===== config.mk =====
export PLATFORM = sky130hd
export DESIGN_NAME = draw_game_board_flat
export DESIGN_NICKNAME = d
export VERILOG_FILES = /design/src/rtl/draw_game_board_pkg.sv /design/src/rtl/draw_game_board_if.sv /design/src/rtl/draw_game_board_wb_read_master.sv /design/src/rtl/draw_game_board.sv /design/src/flat_wrapper.sv
export SDC_FILE = /design/constraint.sdc
export NUM_CORES = 1
export LEC_CHECK = 0
export BUFFER_PORTS_ARGS = -buffer_cell sky130_fd_sc_hd__buf_2
export CELL_PAD_IN_SITES_DETAIL_PLACEMENT = 1
export CELL_PAD_IN_SITES_GLOBAL_PLACEMENT = 1
export CORE_MARGIN = 1.5
export CORE_UTILIZATION = 30
export CTS_BUF_LIST = sky130_fd_sc_hd__clkbuf_16
export DETAILED_ROUTE_END_ITERATION = 12
export GPL_ROUTABILITY_DRIVEN = 0
export PLACE_DENSITY_LB_ADDON = 0.1
export SKIP_LAST_GASP = 1
export SLEW_MARGIN = 20
export SYNTH_ARGS = -nofsm -noshare
export SYNTH_HDL_FRONTEND = slang
export SYNTH_HIERARCHICAL = 1
export SYNTH_SLANG_ARGS = --single-unit

===== constraint.sdc =====
create_clock -name clk -period 13.35 [get_ports clk]
set_clock_uncertainty 0.15 [all_clocks]
set_input_delay 2.67 -clock clk [delete_from_list [all_inputs] [get_ports clk]]
set_output_delay 2.67 -clock clk [all_outputs]
set_load 0.03 [all_outputs]

===== src/rtl/draw_game_board_pkg.sv =====
// Shared constants and types for the Minesweeper board overlay stage.
package draw_game_board_pkg;

  localparam int unsigned SETTINGS_REG_NUM = 9;

  localparam int unsigned LEVEL         = 0;
  localparam int unsigned BOARD_XPOS    = 1;
  localparam int unsigned BOARD_YPOS    = 2;
  localparam int unsigned BOARD_SIZE    = 3;
  localparam int unsigned FIELD_SIZE    = 4;
  localparam int unsigned MINE_NUM      = 5;
  localparam int unsigned TIMER_SECONDS = 6;
  localparam int unsigned BORDER_WIDTH  = 7;
  localparam int unsigned RESERVED      = 8;

  localparam int unsigned SET_AW    = 8;
  localparam int unsigned SET_DW    = 16;
  localparam int unsigned BRD_AW    = 10;
  localparam int unsigned BRD_DW    = 8;
  localparam int unsigned FLD_IDX_W = 5;
  localparam int unsigned CTR_W     = 4;

  localparam int unsigned VGA_CW    = 11;
  localparam int unsigned VGA_RGB_W = 12;

  localparam int unsigned FLD_REVEALED = 0;
  localparam int unsigned FLD_FLAGGED  = 1;
  localparam int unsigned FLD_MINE     = 2;

  localparam logic [VGA_RGB_W-1:0] CLR_BORDER   = 12'h444;
  localparam logic [VGA_RGB_W-1:0] CLR_HIDDEN   = 12'hAAA;
  localparam logic [VGA_RGB_W-1:0] CLR_FLAGGED  = 12'hF00;
  localparam logic [VGA_RGB_W-1:0] CLR_REVEALED = 12'hDDD;
  localparam logic [VGA_RGB_W-1:0] CLR_MINE     = 12'h000;

  localparam logic [2:0] MAIN_MENU = 3'h0;
  localparam logic [2:0] MAIN_PLAY = 3'h2;

  typedef enum logic [1:0] {
    ST_IDLE          = 2'd0,
    ST_READ_SETTINGS = 2'd1,
    ST_DRAW          = 2'd2
  } state_t;

  typedef struct packed {
    logic [VGA_CW-1:0]    hcount;
    logic [VGA_CW-1:0]    vcount;
    logic                 hsync;
    logic                 vsync;
    logic                 hblnk;
    logic                 vblnk;
    logic [VGA_RGB_W-1:0] rgb;
  } vga_t;

  // Border wins; otherwise colour follows the revealed/flag/mine bits.
  function automatic logic [VGA_RGB_W-1:0] field_colour(input logic [BRD_DW-1:0] word,
                                                         input logic border);
    if (border)                   return CLR_BORDER;
    else if (!word[FLD_REVEALED]) return word[FLD_FLAGGED] ? CLR_FLAGGED : CLR_HIDDEN;
    else                          return word[FLD_MINE] ? CLR_MINE : CLR_REVEALED;
  endfunction

endpackage


===== src/rtl/draw_game_board_if.sv =====
// VGA stream and read-only Wishbone bus interfaces.
interface vga_if;
  import draw_game_board_pkg::*;

  logic [VGA_CW-1:0]    hcount;
  logic [VGA_CW-1:0]    vcount;
  logic                 hsync;
  logic                 vsync;
  logic                 hblnk;
  logic                 vblnk;
  logic [VGA_RGB_W-1:0] rgb;

  modport in  (input  hcount, vcount, hsync, vsync, hblnk, vblnk, rgb);
  modport out (output hcount, vcount, hsync, vsync, hblnk, vblnk, rgb);
endinterface

interface wb_if #(
  parameter int unsigned AW = 8,
  parameter int unsigned DW = 16
);
  logic [AW-1:0] adr;
  logic [DW-1:0] dat_w;
  logic [DW-1:0] dat_r;
  logic          we;
  logic          stb;
  logic          cyc;
  logic          ack;

  modport master (output adr, dat_w, we, stb, cyc, input  dat_r, ack);
  modport slave  (input  adr, dat_w, we, stb, cyc, output dat_r, ack);
endinterface


===== src/rtl/draw_game_board_wb_read_master.sv =====
// Single-read Wishbone sequencer: one outstanding read, stb/cyc held until ack.
module wb_read_master #(
  parameter int unsigned AW = 8,
  parameter int unsigned DW = 16
) (
  input  logic          clk,
  input  logic          rst,
  input  logic          i_req,
  input  logic [AW-1:0] i_adr,
  input  logic          i_ack,
  input  logic [DW-1:0] i_dat,
  output logic          o_stb,
  output logic          o_cyc,
  output logic [AW-1:0] o_adr,
  output logic          o_busy,
  output logic          o_ack_c,
  output logic [DW-1:0] o_dat_c
);

  logic          r_cyc;
  logic [AW-1:0] r_adr;

  always_ff @(posedge clk or negedge rst) begin
    if (!rst) begin
      r_cyc <= 1'b0;
      r_adr <= '0;
    end else if (r_cyc) begin
      if (i_ack) r_cyc <= 1'b0;
    end else if (i_req) begin
      r_cyc <= 1'b1;
      r_adr <= i_adr;
    end
  end

  assign o_stb   = r_cyc;
  assign o_cyc   = r_cyc;
  assign o_adr   = r_adr;
  assign o_busy  = r_cyc;
  assign o_ack_c = r_cyc & i_ack;
  assign o_dat_c = i_dat;

endmodule


===== src/rtl/draw_game_board.sv =====
// Minesweeper board overlay: caches game settings, then paints fields over the VGA stream.
module draw_game_board
  import draw_game_board_pkg::*;
(
  input  logic        clk,
  input  logic        rst,
  input  logic [2:0]  main_state,
  wb_if.master        game_settings_wb,
  wb_if.master        game_board_wb,
  vga_if.in           in,
  vga_if.out          out
);

  state_t              r_state, w_state_next_c;
  logic [CTR_W-1:0]    r_settings_read_ctr;
  logic [SET_DW-1:0]   r_game_setup_cashe [SETTINGS_REG_NUM];

  logic                w_set_req_c, w_set_ack_c, w_set_busy, w_set_stb, w_set_cyc;
  logic [SET_AW-1:0]   w_set_adr;
  logic [SET_DW-1:0]   w_set_dat_c;
  logic                w_brd_req_c, w_brd_ack_c, w_brd_busy, w_brd_stb, w_brd_cyc;
  logic [BRD_AW-1:0]   w_brd_adr;
  logic [BRD_DW-1:0]   w_brd_dat_c;

  vga_t                r_s1, r_s2;
  logic [VGA_CW-1:0]   r_px, r_py;
  logic [FLD_IDX_W-1:0] r_col, r_row;
  logic                r_in_x, r_in_y;
  logic [BRD_DW-1:0]   r_cur_word, r_next_word;
  logic [BRD_AW-1:0]   r_next_adr;
  logic                r_next_has;

  assign w_set_req_c = (r_state == ST_READ_SETTINGS) && (main_state == MAIN_PLAY)
                       && (r_settings_read_ctr < CTR_W'(SETTINGS_REG_NUM));

  wb_read_master #(.AW(SET_AW), .DW(SET_DW)) u_settings_rd (
    .clk, .rst,
    .i_req(w_set_req_c), .i_adr(SET_AW'(r_settings_read_ctr)),
    .i_ack(game_settings_wb.ack), .i_dat(game_settings_wb.dat_r),
    .o_stb(w_set_stb), .o_cyc(w_set_cyc), .o_adr(w_set_adr), .o_busy(w_set_busy),
    .o_ack_c(w_set_ack_c), .o_dat_c(w_set_dat_c)
  );

  assign game_settings_wb.stb   = w_set_stb;
  assign game_settings_wb.cyc   = w_set_cyc;
  assign game_settings_wb.adr   = w_set_adr;
  assign game_settings_wb.we    = 1'b0;
  assign game_settings_wb.dat_w = '0;

  always_ff @(posedge clk or negedge rst) begin
    if (!rst) r_state <= ST_IDLE;
    else      r_state <= w_state_next_c;
  end

  // An abort from READ_SETTINGS waits for the read in flight to complete.
  always_comb begin
    w_state_next_c = r_state;
    unique case (r_state)
      ST_IDLE:
        if (main_state == MAIN_PLAY) w_state_next_c = ST_READ_SETTINGS;
      ST_READ_SETTINGS:
        if (w_set_ack_c && (r_settings_read_ctr == CTR_W'(SETTINGS_REG_NUM - 1)))
          w_state_next_c = ST_DRAW;
        else if ((main_state != MAIN_PLAY) && (!w_set_busy || w_set_ack_c))
          w_state_next_c = ST_IDLE;
      ST_DRAW:
        if (main_state == MAIN_MENU) w_state_next_c = ST_IDLE;
      default: w_state_next_c = ST_IDLE;
    endcase
  end

  always_ff @(posedge clk or negedge rst) begin
    if (!rst) begin
      r_settings_read_ctr <= '0;
      for (int i = 0; i < int'(SETTINGS_REG_NUM); i++) r_game_setup_cashe[i] <= '0;
    end else begin
      if (w_state_next_c == ST_IDLE)
        r_settings_read_ctr <= '0;
      else if ((r_state == ST_READ_SETTINGS) && w_set_ack_c)
        r_settings_read_ctr <= r_settings_read_ctr + CTR_W'(1);
      if ((r_state == ST_READ_SETTINGS) && w_set_ack_c)
        r_game_setup_cashe[r_settings_read_ctr] <= w_set_dat_c;
    end
  end

  logic [VGA_CW-1:0]    w_xpos, w_ypos, w_fs, w_fs_m1, w_bw;
  logic [FLD_IDX_W-1:0] w_bs_m1;
  logic                 w_x_start_c, w_x_wrap_c, w_x_last_c, w_field_start_c;
  logic                 w_v_event_c, w_y_start_c;
  logic [BRD_AW-1:0]    w_target_c;
  logic                 w_next_hit_c, w_brd_ack_ok_c, w_border_c, w_in_board_c;

  assign w_xpos  = r_game_setup_cashe[BOARD_XPOS][VGA_CW-1:0];
  assign w_ypos  = r_game_setup_cashe[BOARD_YPOS][VGA_CW-1:0];
  assign w_fs    = r_game_setup_cashe[FIELD_SIZE][VGA_CW-1:0];
  assign w_bw    = r_game_setup_cashe[BORDER_WIDTH][VGA_CW-1:0];
  assign w_fs_m1 = w_fs - VGA_CW'(1);
  assign w_bs_m1 = FLD_IDX_W'(r_game_setup_cashe[BOARD_SIZE] - SET_DW'(1));

  assign w_x_start_c     = (in.hcount == w_xpos);
  assign w_x_wrap_c      = r_in_x && (r_px == w_fs_m1);
  assign w_x_last_c      = w_x_wrap_c && (r_col == w_bs_m1);
  assign w_field_start_c = w_x_start_c || (w_x_wrap_c && !w_x_last_c);
  assign w_v_event_c     = (in.vcount != r_s1.vcount);
  assign w_y_start_c     = w_v_event_c && (in.vcount == w_ypos);

  // Field position counters describe the pixel held in r_s1.
  always_ff @(posedge clk or negedge rst) begin
    if (!rst) begin
      r_px <= '0; r_col <= '0; r_in_x <= 1'b0;
      r_py <= '0; r_row <= '0; r_in_y <= 1'b0;
    end else begin
      if (w_x_start_c) begin
        r_px <= '0; r_col <= '0; r_in_x <= 1'b1;
      end else if (w_x_wrap_c) begin
        r_px <= '0;
        if (w_x_last_c) r_in_x <= 1'b0;
        else            r_col  <= r_col + FLD_IDX_W'(1);
      end else if (r_in_x) begin
        r_px <= r_px + VGA_CW'(1);
      end
      if (w_y_start_c) begin
        r_py <= '0; r_row <= '0; r_in_y <= 1'b1;
      end else if (w_v_event_c && r_in_y) begin
        if (r_py == w_fs_m1) begin
          r_py <= '0;
          if (r_row == w_bs_m1) r_in_y <= 1'b0;
          else                  r_row  <= r_row + FLD_IDX_W'(1);
        end else begin
          r_py <= r_py + VGA_CW'(1);
        end
      end
    end
  end

  // Prefetch target is the field that starts next; stale acks are ignored by address.
  assign w_target_c     = {r_row, (r_in_x ? r_col + FLD_IDX_W'(1) : FLD_IDX_W'(0))};
  assign w_next_hit_c   = r_next_has && (r_next_adr == w_target_c);
  assign w_brd_req_c    = (r_state == ST_DRAW) && !w_next_hit_c;
  assign w_brd_ack_ok_c = w_brd_ack_c && (w_brd_adr == w_target_c);

  wb_read_master #(.AW(BRD_AW), .DW(BRD_DW)) u_board_rd (
    .clk, .rst,
    .i_req(w_brd_req_c), .i_adr(w_target_c),
    .i_ack(game_board_wb.ack), .i_dat(game_board_wb.dat_r),
    .o_stb(w_brd_stb), .o_cyc(w_brd_cyc), .o_adr(w_brd_adr), .o_busy(w_brd_busy),
    .o_ack_c(w_brd_ack_c), .o_dat_c(w_brd_dat_c)
  );

  assign game_board_wb.stb   = w_brd_stb;
  assign game_board_wb.cyc   = w_brd_cyc;
  assign game_board_wb.adr   = w_brd_adr;
  assign game_board_wb.we    = 1'b0;
  assign game_board_wb.dat_w = '0;

  always_ff @(posedge clk or negedge rst) begin
    if (!rst) begin
      r_cur_word <= '0; r_next_word <= '0; r_next_adr <= '0; r_next_has <= 1'b0;
    end else begin
      if (r_state != ST_DRAW) begin
        r_next_has <= 1'b0;
      end else if (w_brd_ack_ok_c) begin
        r_next_has  <= 1'b1;
        r_next_adr  <= w_target_c;
        r_next_word <= w_brd_dat_c;
      end
      if (w_field_start_c) begin
        if (w_brd_ack_ok_c)    r_cur_word <= w_brd_dat_c;
        else if (w_next_hit_c) r_cur_word <= r_next_word;
      end
    end
  end

  assign w_border_c   = (({1'b0, r_px} + {1'b0, w_bw}) >= {1'b0, w_fs})
                     || (({1'b0, r_py} + {1'b0, w_bw}) >= {1'b0, w_fs});
  assign w_in_board_c = (r_state == ST_DRAW) && r_in_x && r_in_y && !r_s1.hblnk && !r_s1.vblnk;

  always_ff @(posedge clk or negedge rst) begin
    if (!rst) begin
      r_s1 <= '0;
      r_s2 <= '0;
    end else begin
      r_s1 <= {in.hcount, in.vcount, in.hsync, in.vsync, in.hblnk, in.vblnk, in.rgb};
      r_s2 <= r_s1;
      if (w_in_board_c) r_s2.rgb <= field_colour(r_cur_word, w_border_c);
    end
  end

  assign out.hcount = r_s2.hcount;
  assign out.vcount = r_s2.vcount;
  assign out.hsync  = r_s2.hsync;
  assign out.vsync  = r_s2.vsync;
  assign out.hblnk  = r_s2.hblnk;
  assign out.vblnk  = r_s2.vblnk;
  assign out.rgb    = r_s2.rgb;

endmodule


===== src/flat_wrapper.sv =====
// flat-port wrapper written by rule: the top's interface ports become plain ports
module draw_game_board_flat import draw_game_board_pkg::*;
  (clk, rst, main_state, game_settings_wb_adr, game_settings_wb_dat_w, game_settings_wb_we, game_settings_wb_stb, game_settings_wb_cyc, game_settings_wb_dat_r, game_settings_wb_ack, game_board_wb_adr, game_board_wb_dat_w, game_board_wb_we, game_board_wb_stb, game_board_wb_cyc, game_board_wb_dat_r, game_board_wb_ack, in_hcount, in_vcount, in_hsync, in_vsync, in_hblnk, in_vblnk, in_rgb, out_hcount, out_vcount, out_hsync, out_vsync, out_hblnk, out_vblnk, out_rgb);
  wb_if #(.AW(SET_AW), .DW(SET_DW)) game_settings_wb_i ();
  wb_if #(.AW(BRD_AW), .DW(BRD_DW)) game_board_wb_i ();
  vga_if in_i ();
  vga_if out_i ();
  input  logic clk;
  input  logic rst;
  input  logic [2:0] main_state;
  output wire logic [$bits(game_settings_wb_i.adr)-1:0] game_settings_wb_adr;
  output wire logic [$bits(game_settings_wb_i.dat_w)-1:0] game_settings_wb_dat_w;
  output wire logic [$bits(game_settings_wb_i.we)-1:0] game_settings_wb_we;
  output wire logic [$bits(game_settings_wb_i.stb)-1:0] game_settings_wb_stb;
  output wire logic [$bits(game_settings_wb_i.cyc)-1:0] game_settings_wb_cyc;
  input wire logic [$bits(game_settings_wb_i.dat_r)-1:0] game_settings_wb_dat_r;
  input wire logic [$bits(game_settings_wb_i.ack)-1:0] game_settings_wb_ack;
  output wire logic [$bits(game_board_wb_i.adr)-1:0] game_board_wb_adr;
  output wire logic [$bits(game_board_wb_i.dat_w)-1:0] game_board_wb_dat_w;
  output wire logic [$bits(game_board_wb_i.we)-1:0] game_board_wb_we;
  output wire logic [$bits(game_board_wb_i.stb)-1:0] game_board_wb_stb;
  output wire logic [$bits(game_board_wb_i.cyc)-1:0] game_board_wb_cyc;
  input wire logic [$bits(game_board_wb_i.dat_r)-1:0] game_board_wb_dat_r;
  input wire logic [$bits(game_board_wb_i.ack)-1:0] game_board_wb_ack;
  input wire logic [$bits(in_i.hcount)-1:0] in_hcount;
  input wire logic [$bits(in_i.vcount)-1:0] in_vcount;
  input wire logic [$bits(in_i.hsync)-1:0] in_hsync;
  input wire logic [$bits(in_i.vsync)-1:0] in_vsync;
  input wire logic [$bits(in_i.hblnk)-1:0] in_hblnk;
  input wire logic [$bits(in_i.vblnk)-1:0] in_vblnk;
  input wire logic [$bits(in_i.rgb)-1:0] in_rgb;
  output wire logic [$bits(out_i.hcount)-1:0] out_hcount;
  output wire logic [$bits(out_i.vcount)-1:0] out_vcount;
  output wire logic [$bits(out_i.hsync)-1:0] out_hsync;
  output wire logic [$bits(out_i.vsync)-1:0] out_vsync;
  output wire logic [$bits(out_i.hblnk)-1:0] out_hblnk;
  output wire logic [$bits(out_i.vblnk)-1:0] out_vblnk;
  output wire logic [$bits(out_i.rgb)-1:0] out_rgb;
  assign game_settings_wb_adr = game_settings_wb_i.adr;
  assign game_settings_wb_dat_w = game_settings_wb_i.dat_w;
  assign game_settings_wb_we = game_settings_wb_i.we;
  assign game_settings_wb_stb = game_settings_wb_i.stb;
  assign game_settings_wb_cyc = game_settings_wb_i.cyc;
  assign game_settings_wb_i.dat_r = game_settings_wb_dat_r;
  assign game_settings_wb_i.ack = game_settings_wb_ack;
  assign game_board_wb_adr = game_board_wb_i.adr;
  assign game_board_wb_dat_w = game_board_wb_i.dat_w;
  assign game_board_wb_we = game_board_wb_i.we;
  assign game_board_wb_stb = game_board_wb_i.stb;
  assign game_board_wb_cyc = game_board_wb_i.cyc;
  assign game_board_wb_i.dat_r = game_board_wb_dat_r;
  assign game_board_wb_i.ack = game_board_wb_ack;
  assign in_i.hcount = in_hcount;
  assign in_i.vcount = in_vcount;
  assign in_i.hsync = in_hsync;
  assign in_i.vsync = in_vsync;
  assign in_i.hblnk = in_hblnk;
  assign in_i.vblnk = in_vblnk;
  assign in_i.rgb = in_rgb;
  assign out_hcount = out_i.hcount;
  assign out_vcount = out_i.vcount;
  assign out_hsync = out_i.hsync;
  assign out_vsync = out_i.vsync;
  assign out_hblnk = out_i.hblnk;
  assign out_vblnk = out_i.vblnk;
  assign out_rgb = out_i.rgb;
  draw_game_board u_core (.clk(clk), .rst(rst), .main_state(main_state), .game_settings_wb(game_settings_wb_i), .game_board_wb(game_board_wb_i), .in(in_i), .out(out_i));
endmodule

==> results of run 1 <==
## per-stage QoR
stage | utilization | instance area (sq um) | std cells
global route | 0.3485 | 12340 | 1539
finish | 0.3485 | 12340 | 1539
detailed placement | 0.3271 | 11580 | 1497
floorplan | - | 10840 | 984
global placement | 0.3271 | 11580 | 1497
CTS | 0.3485 | 12340 | 1539
## final timing paths
| check | startpoint | end | slack [ns] |
|---|---|---|---|
| worst max-delay path | u_core/r_px[0]$_DFFE_PN0P_ | u_core/out.rgb[6]$_DFF_PN0_ | 8.33 |
| worst min-delay path | u_core/r_s1[27]$_DFF_PN0_ | u_core/out.hcount[0]$_DFF_PN0_ | 0.19 |
| worst max register to register | u_core/r_px[0]$_DFFE_PN0P_ | u_core/out.rgb[6]$_DFF_PN0_ | 8.33 |
| worst min register to register | u_core/r_s1[27]$_DFF_PN0_ | u_core/out.hcount[0]$_DFF_PN0_ | 0.19 |
| max in group asynchronous | rst | u_core/r_game_setup_cashe[68]$_DFFE_PN0P_ | 8.93 |
| min in group asynchronous | rst | u_core/out.rgb[6]$_DFF_PN0_ | 1.96 |
## final cells by class
class                   instances  area (sq um)  share of cell area
multi-input cells             678          5190              0.4207
flip-flops and latches        202          5055              0.4097
repair buffers                122         630.6             0.05112
clock buffers                  24         600.6             0.04868
well taps                     461         576.8             0.04675
clock inverters                18         156.4             0.01268
inverters                      34         127.6             0.01034
## routing by layer
layer / up-vias / GRT usage
li1: 3464 / -
met1: 3540 / 0.2035
met2: 80 / 0.2492
met3: 25 / 0.01900
met4: 0 / 0.03369
met5: - / 0
## registers in the layout (all words and copies together) (netlist names), 2 cells and up
signal / count
u_core/r_settings_read_ctr: 4
u_core/r_py: 11
u_core/r_px: 11
u_core/r_col: 5
u_core/r_next_word: 3
u_core/u_settings_rd/o_adr: 8
u_core/r_row: 5
u_core/u_board_rd/o_adr: 10
u_core/r_s1: 38
u_core/r_cur_word: 3
u_core/out.rgb: 12
u_core/out.vcount: 11
u_core/r_next_adr: 10
u_core/r_game_setup_cashe: 49
u_core/out.hcount: 11
u_core/r_state: 2
## report_power, final
group          internal, mW  switching, mW  total (mW)
Combinational        0.0599          0.103       0.163
Clock                 0.366          0.262       0.628
Sequential            0.641         0.0296       0.670
## cell usage in the layout, fill, tap and decap left out, drive strengths merged, types with 13 or more instances in the layout
cell	instances
dfrtp	202
buf	122
xnor2	83
mux2	76
nand2	58
ha	55
nor2	54
xor2	48
inv	38
a21oi	35
conb	30
nand3	29
o21ai	26
clkbuf	24
nor3	24
nor4	13
==> impl_metrics.toml, run 1 <==
[power_and_ir_drop]
powerDensity_nw_per_um2 = 118.4
ir_drop_uv = 82.00
power_mw = 1.461
cellLeakagePower_nw = 5.893

[sta]
finalCriticalPeriod_ns = 5.020
hold-worst-slack_ns = 0.1909
finalCritPeriodShare = 0.3760
setup_viol = 0
hold_viol_final = 0
rsz0062_at_grt = "no"
worst_pin_slew_ns = 0.8613
drv_slew = 0
timing.final.ws_setup_ns = 8.330
max_freq_ghz = 0.1992
slew-limit-headroom = 0.4258
finalSetupTns_ns = 0

[setup_path]
crit_path_start_kind = "flop"
cp_slowest_stage_delay_ns = 0.51
cp_max_fo = 8
reg2regPathDepth = 19
worstPathArrival_ns = 5.28
crit_path_end_kind = "flop"
crit_buf_inv = 1
worstPathCellList = "ha_1 -> fa_1 -> a21o_1 -> a21oi_1 -> o21bai_1 -> a21oi_1 -> o21ai_0 -> a21o_1 -> a21oi_1 -> xnor2_1 -> ha_1 -> or4_1 -> a221oi_1 -> and4_1 -> o21ai_0 -> nor4_1 -> buf_4 -> o21ai_0 -> o21a_1"
crit_cells = 19
cp_slowest_cell = "or4_1"
required_ns = 13.61
cp_top_family = "compound AO/OA/AOI/OAI gates"
crit_type = "flop to flop"

[route]
ant_nets = 0
met2_length_mm = 12.86
via_per_inst = 4.619
met1_length_mm = 12.54
wl_mm = 26.46
met3WireLength_um = 692
firstDrtPassIters = 6
detail_route.wl_per_cell_um = 17.19
top_layer = "met4"
drt_iter0_markers = 236
via_count = 7109
drc = 0

[cells_and_area]
fillers = 3976
syn_to_final_growth_pct = 14.93
n_antenna_cell = 0
drive_gt1_frac = 0.2356
fin_nets = 1188

[floorplan]
initial_utilization = 0.3033
die_y_um = 192.2
die-area_sq_um = 36920
rows = 69
die_w_um = 192.2
core_area_sq_um = 35400
ios = 155

[global_routing]
overflow = 0
track_usage = 0.1487
grt_pass1_wl_mm = 42.68
grt_pass1_vias = 7503
grt_max_degree = 77
antenna_found_initial = 1

[cts]
clk_latency_ns = 0.54
clock-root-buffer = "clkbuf_16"
cts_buffer_depth = 3
postCtsHoldBufs = 0
clk_pin_slew_ns = 0.06
postCtsSetupBuffers = 0
clkSinkCount = 202
cts_resized = 0
htreeDepth = 1
cts_buffers = 24
cts_tree = "built"

[placed_design]
port_buffers = 118
post-dp-hpwl_mm = 19.76
place_ws_ns = 7.983

[min_path]
hold_path.class = "flop to flop"
hold_depth = 0

[synth]
synth_area_per_cell_sq_um = 11.24
syn_inst = 955
yosys_warnings = 6
synth_area_sq_um = 10730

[run_status]
outcome = "finished clean"

[run]
maxCapViolations = 0
No activity file was read; power rests on OpenSTA's default activity.
==> run 2: changes to the inputs <==
--- a/config.mk
+++ b/config.mk
@@ -5,6 +5,7 @@
 export SDC_FILE = /design/constraint.sdc
 export NUM_CORES = 1
 export LEC_CHECK = 0
+export ABC_AREA = 1
 export BUFFER_PORTS_ARGS = -buffer_cell sky130_fd_sc_hd__buf_2
 export CELL_PAD_IN_SITES_DETAIL_PLACEMENT = 1
 export CELL_PAD_IN_SITES_GLOBAL_PLACEMENT = 1
==> constraint.sdc (replaced) <==
create_clock -name clk -period 4.8 [get_ports clk]
set_clock_uncertainty 0.15 [all_clocks]
set_input_delay 0.96 -clock clk [delete_from_list [all_inputs] [get_ports clk]]
set_output_delay 0.96 -clock clk [all_outputs]
set_load 0.03 [all_outputs]
==> impl_metrics.toml, run 2 <==
[synth]
syn_inst = 1292
synth_area_sq_um = 11250
yosys_warnings = 6
synth_area_per_cell_sq_um = 8.710

[sta]
finalSetupTns_ns = 0
finalCriticalPeriod_ns = 3.746
hold_viol_final = 0
hold-worst-slack_ns = 0.1930
drv_slew = 0
max_freq_ghz = 0.2669
worst_pin_slew_ns = 1.058
setup_viol = 0
finalCritPeriodShare = 0.7805
rsz0062_at_grt = "no"
slew-limit-headroom = 0.2914

[route]
drc = 0
ant_nets = 0
via_count = 8653
wl_mm = 30.62
drt_iter0_markers = 318
firstDrtPassIters = 4
detail_route.wl_per_cell_um = 16.16
via_per_inst = 4.566

[cells_and_area]
multi_input_area_sq_um = 5355
finalInstanceArea_sq_um = 12970
layout.area.seq_sq_um = 5055
fillers = 4380
regMostFlops = "u_core/r_game_setup_cashe"
largest_reg_flops = 49
drive_gt1_frac = 0.1766
final_cell_mix = "nand2_1 (312), dfrtp_1 (202), inv_1 (134), buf_2 (117), nand3_1 (105)"
n_antenna_cell = 0
fin_nets = 1534
syn_to_final_growth_pct = 15.22
layout_commonest_cell = "nand2_1"
top_regs = "u_core/r_game_setup_cashe: 49 flops, u_core/r_s1: 38 flops, u_core/out.rgb: 12 flops"

[setup_path]
required_ns = 5.11
cp_max_fo = 6
rr_endpoint = "u_core/out.rgb[3]$_DFF_PN0_"
reg2reg_from = "u_core/r_px[0]$_DFFE_PN0P_"
crit_path_end_kind = "flop"
crit_path_start_kind = "flop"
reg2regPathDepth = 17
r2r_slack_ns = 1.05
worstPathArrival_ns = 4.06
crit_type = "flop to flop"

[cts]
cts_resized = 0
cts_buffer_depth = 3
clock-root-buffer = "clkbuf_16"
clkSinkCount = 202
htreeDepth = 1
postCtsSetupBuffers = 0
postCtsHoldBufs = 0
cts_tree = "built"
clk_pin_slew_ns = 0.06
cts_buffers = 26
clk_latency_ns = 0.55

[global_routing]
grt_use_met1 = 0.2270
grt_busiest_layer = "met2"
grt_pass1_vias = 9038
track_usage = 0.1624
grt_max_degree = 109
grt_pass1_wl_mm = 49.76
grt_util_met2 = 0.2643
overflow = 0
antenna_found_initial = 0
use_met3 = 0.02259

[floorplan]
die_y_um = 196.7
die-area_sq_um = 38680
core_area_sq_um = 36790
rows = 70
ios = 155
die_w_um = 196.7
initial_utilization = 0.3059

[run]
maxCapViolations = 0

[power_and_ir_drop]
ir_drop_uv = 202.2
seqPwrFrac = 0.442
p_int_mw = 3.078
powerDensity_nw_per_um2 = 333.2
cellLeakagePower_nw = 6.631
pwr-share-clk = 0.429
switching_power_mw = 1.242
combPwrFrac = 0.129
p_sw_frac = 0.2876

[min_path]
worstHoldEndpoint = "u_core/out.vsync$_DFF_PN0_"
hold_start = "u_core/r_s1[14]$_DFF_PN0_"
hold_path.class = "flop to flop"
hold_depth = 0

[placed_design]
place_area_sq_um = 12150
post-dp-hpwl_mm = 23.56
port_buffers = 118

[run_status]
outcome = "finished clean"
[run 2: layout make-up]
type,count,share of cell area
inverter,137,0.03985
sequential,202,0.3898
clock inverter,21,0.01216
clock buffer,26,0.05018
tap,468,0.04516
timing repair buffer,124,0.04979
multi-input combinational,917,0.4130
[run 2: power groups by stage]
stage                     sequential, mW  combinational, mW  clock [mW]
after floorplan                     1.95              0.357           0
final                               1.91              0.557        1.85
after global placement              1.94              0.551           0
after global routing                1.92              0.639        1.99
after detailed placement            1.94              0.562           0
after CTS                           1.91              0.567        1.94
[run 2: metal layers]
layer | vias to the layer above | part of all wire
met3 | 39 | 0.025
li1 | 4345 | -
met1 | 4175 | 0.49
met4 | 0 | 0.025
met2 | 94 | 0.46
met5 | - | 0
[run 2: critical path, stage by stage, from the launching register on]
cell     delay, ns
dfrtp_1       0.46
ha_1          0.26
fa_1          0.42
nand3_1       0.09
nand2_1       0.10
a31oi_1       0.30
o21ai_0       0.21
nand2_1       0.10
nand2_1       0.05
a21oi_1       0.14
xor2_1        0.17
ha_1          0.26
and3_1        0.20
nand3_1       0.08
nand2_1       0.06
nor2_2        0.31
nand3_1       0.19
nand2_1       0.10
[run 2: worst max-delay path by stage]
stage                     slack (ns)                        from                           to  depth (start not counted)
after floorplan                 1.79  u_core/r_px[0]$_DFFE_PN0P_  u_core/out.rgb[0]$_DFF_PN0_                         17
final                           1.05  u_core/r_px[0]$_DFFE_PN0P_  u_core/out.rgb[3]$_DFF_PN0_                         17
after CTS                       1.04  u_core/r_px[0]$_DFFE_PN0P_  u_core/out.rgb[7]$_DFF_PN0_                         17
after global routing            0.76  u_core/r_px[0]$_DFFE_PN0P_  u_core/out.rgb[7]$_DFF_PN0_                         17
after global placement          1.12  u_core/r_px[0]$_DFFE_PN0P_  u_core/out.rgb[7]$_DFF_PN0_                         17
after detailed placement        1.11  u_core/r_px[0]$_DFFE_PN0P_  u_core/out.rgb[7]$_DFF_PN0_                         17
[run 2: metrics by stage]
| step | util | setup slack (ns) | total power, mW | cells |
|---|---|---|---|---|
| after floorplan | - | 1.787 | 2.308 | 1321 |
| after CTS | 0.3522 | 1.037 | 4.418 | 1895 |
| after global placement | 0.3302 | 1.123 | 2.495 | 1848 |
| final | 0.3525 | 1.054 | 4.320 | 1895 |
| after global routing | 0.3525 | 0.7577 | 4.554 | 1895 |
| after detailed placement | 0.3302 | 1.106 | 2.506 | 1848 |
==> run 3: changes to the inputs <==
==> constraint.sdc (replaced) <==
create_clock -name clk -period 3.09 [get_ports clk]
set_clock_uncertainty 0.15 [all_clocks]
set_input_delay 0.618 -clock clk [delete_from_list [all_inputs] [get_ports clk]]
set_output_delay 0.618 -clock clk [all_outputs]
set_load 0.03 [all_outputs]
==> impl_metrics.toml, run 3 (synthesized netlist as in run 2, its figures left out) <==
[run_status]
outcome = "finished, violations left"
violations = "setup timing"

[floorplan]
die_w_um = 196.7
die-area_sq_um = 38680
initial_utilization = 0.3059
ios = 155
die_y_um = 196.7
rows = 70
core_area_sq_um = 36790

[cts]
clk_pin_slew_ns = 0.06
clkSinkCount = 202
clock-root-buffer = "clkbuf_16"
clk_latency_ns = 0.55
cts_buffers = 24
cts_tree = "built"
cts_buffer_depth = 3
htreeDepth = 1

[setup_path]
crit_type = "flop to flop"
reg2reg_from = "u_core/r_game_setup_cashe[17]$_DFFE_PN0P_"
worstPathArrival_ns = 3.42
crit_path_end_kind = "flop"
cp_max_fo = 6
reg2regPathDepth = 18
crit_path_start_kind = "flop"
rr_endpoint = "u_core/out.rgb[0]$_DFF_PN0_"
r2r_slack_ns = -0.03
required_ns = 3.39

[power_and_ir_drop]
powerDensity_nw_per_um2 = 505.6
p_sw_frac = 0.2831
switching_power_mw = 1.970
combPwrFrac = 0.164
ir_drop_uv = 352.7
p_int_mw = 4.988
seqPwrFrac = 0.417
cellLeakagePower_nw = 6.973
pwr-share-clk = 0.419

[cells_and_area]
layout_commonest_cell = "nand2_1"
final_cell_mix = "nand2_1 (307), dfrtp_1 (199), inv_1 (132), buf_2 (117), nand3_1 (97)"
largest_reg_flops = 49
layout.area.seq_sq_um = 5059
finalInstanceArea_sq_um = 13760
drive_gt1_frac = 0.2440
regMostFlops = "u_core/r_game_setup_cashe"
multi_input_area_sq_um = 5584
n_antenna_cell = 0
top_regs = "u_core/r_game_setup_cashe: 49 flops, u_core/r_s1: 38 flops, u_core/out.rgb: 12 flops"
fin_nets = 1601
syn_to_final_growth_pct = 22.29
fillers = 4366

[route]
via_per_inst = 4.626
detail_route.wl_per_cell_um = 16.35
ant_nets = 0
via_count = 9066
drc = 0
wl_mm = 32.04
firstDrtPassIters = 5
drt_iter0_markers = 321

[min_path]
worstHoldEndpoint = "u_core/r_s1[14]$_DFF_PN0_"
hold_path.class = "input port to flop"
hold_depth = 1
hold_start = "in_vsync"

[global_routing]
track_usage = 0.1687
antenna_found_initial = 0
overflow = 0
grt_pass1_wl_mm = 51.45
grt_pass1_vias = 9362
grt_max_degree = 58

[sta]
timing.final.ws_setup_ns = -0.02534
max_freq_ghz = 0.3210
drv_slew = 0
setup_viol = 7
hold_viol_final = 0
finalCriticalPeriod_ns = 3.115
rsz0062_at_grt = "yes"
finalCritPeriodShare = 1.008

[placed_design]
port_buffers = 118
place_ws_ns = -0.3574
place_area_sq_um = 12590
post-dp-hpwl_mm = 24.77

[run]
maxCapViolations = 0
## run 3: cell count changes in the layout (fill, tap and decap cells not counted), sizes merged
cell         before  now
bufinv            2    4
dlygate4sd3       0    1
clkinv           15   12
clkinvlp          0    2
buf             124  192
inv             141  138
clkbuf           26   24
## run 3: per-layer routing
metal	track usage	wire [um]	share of wire	up-vias
met5	0	0	0	-
met4	0.03506	482	0.015	0
met3	0.01745	843	0.026	32
met2	0.2916	15700	0.49	97
met1	0.2288	15020	0.47	4448
li1	-	-	-	4489
## run 3: stage by stage
stage                 util  TNS (ns)  total power, mW  cells  hold slack [ns]
CTS                 0.3711   -0.7308            7.057   1958        0.0008535
floorplan                -         0            3.585   1321           0.1724
finish              0.3741  -0.07254            6.957   1960          0.03092
global route        0.3741    -2.554            7.322   1960          0.01300
detailed placement  0.3423    -3.947            4.036   1905           0.1858
global placement    0.3423    -3.989            4.019   1905           0.1824
## run 3: critical path: stages, from the launching register on
cell and delay [ns]:
dfrtp_1 0.42, buf_6 0.14, buf_6 0.11, ha_4 0.15
a21oi_2 0.14, nand2_2 0.10, a31oi_1 0.22, xnor2_1 0.11
ha_1 0.33, a21oi_2 0.15, nor3_1 0.06, a211oi_1 0.19
nand2_1 0.16, nand2_1 0.08, o21ai_1 0.07, nor2_2 0.13
buf_6 0.16, nand3_2 0.07, nand2_1 0.08
## run 3: worst max path at each step
stage,start,endpoint,slack [ns],cells past startpoint
after floorplan,u_core/r_px[0]$_DFFE_PN0P_,u_core/out.rgb[0]$_DFF_PN0_,0.08,17
after global placement,u_core/r_game_setup_cashe[16]$_DFFE_PN0P_,u_core/out.rgb[4]$_DFF_PN0_,-0.36,18
after detailed placement,u_core/r_game_setup_cashe[16]$_DFFE_PN0P_,u_core/out.rgb[3]$_DFF_PN0_,-0.36,18
after CTS,u_core/r_game_setup_cashe[17]$_DFFE_PN0P_,u_core/out.rgb[0]$_DFF_PN0_,-0.09,18
after global routing,u_core/r_py[0]$_DFFE_PN0P_,u_core/out.rgb[0]$_DFF_PN0_,-0.23,18
final,u_core/r_game_setup_cashe[17]$_DFFE_PN0P_,u_core/out.rgb[0]$_DFF_PN0_,-0.03,18
## run 3: area by class of cell
| type | count | area share |
|---|---|---|
| Multi-Input combinational cell | 917 | 0.4058 |
| Sequential cell | 202 | 0.3676 |
| Timing Repair Buffer | 193 | 0.08737 |
| Clock buffer | 24 | 0.04364 |
| Tap cell | 468 | 0.04255 |
| Inverter | 137 | 0.03755 |
| Clock inverter | 19 | 0.01555 |
## run 3: power groups by stage
stage	Sequential (mW)	Combinational [mW]	Clock [mW]
after floorplan	3.03	0.554	0
after global placement	2.94	1.08	0
after detailed placement	2.94	1.09	0
after CTS	2.90	1.12	3.03
after global routing	2.92	1.28	3.12
final	2.90	1.14	2.92
## run 3: timing repair
| action | in CTS | in global routing |
|---|---|---|
| hold endpoints to repair | 52 | 0 |
| endpoints found under the setup margin | 12 | 12 |
| cloned | 0 | 0 |
| pin swaps | 27 | 7 |
| buffers inserted | 9 | 2 |
| hold buffers | 1 | 0 |
| gates resized for setup | 39 | 18 |
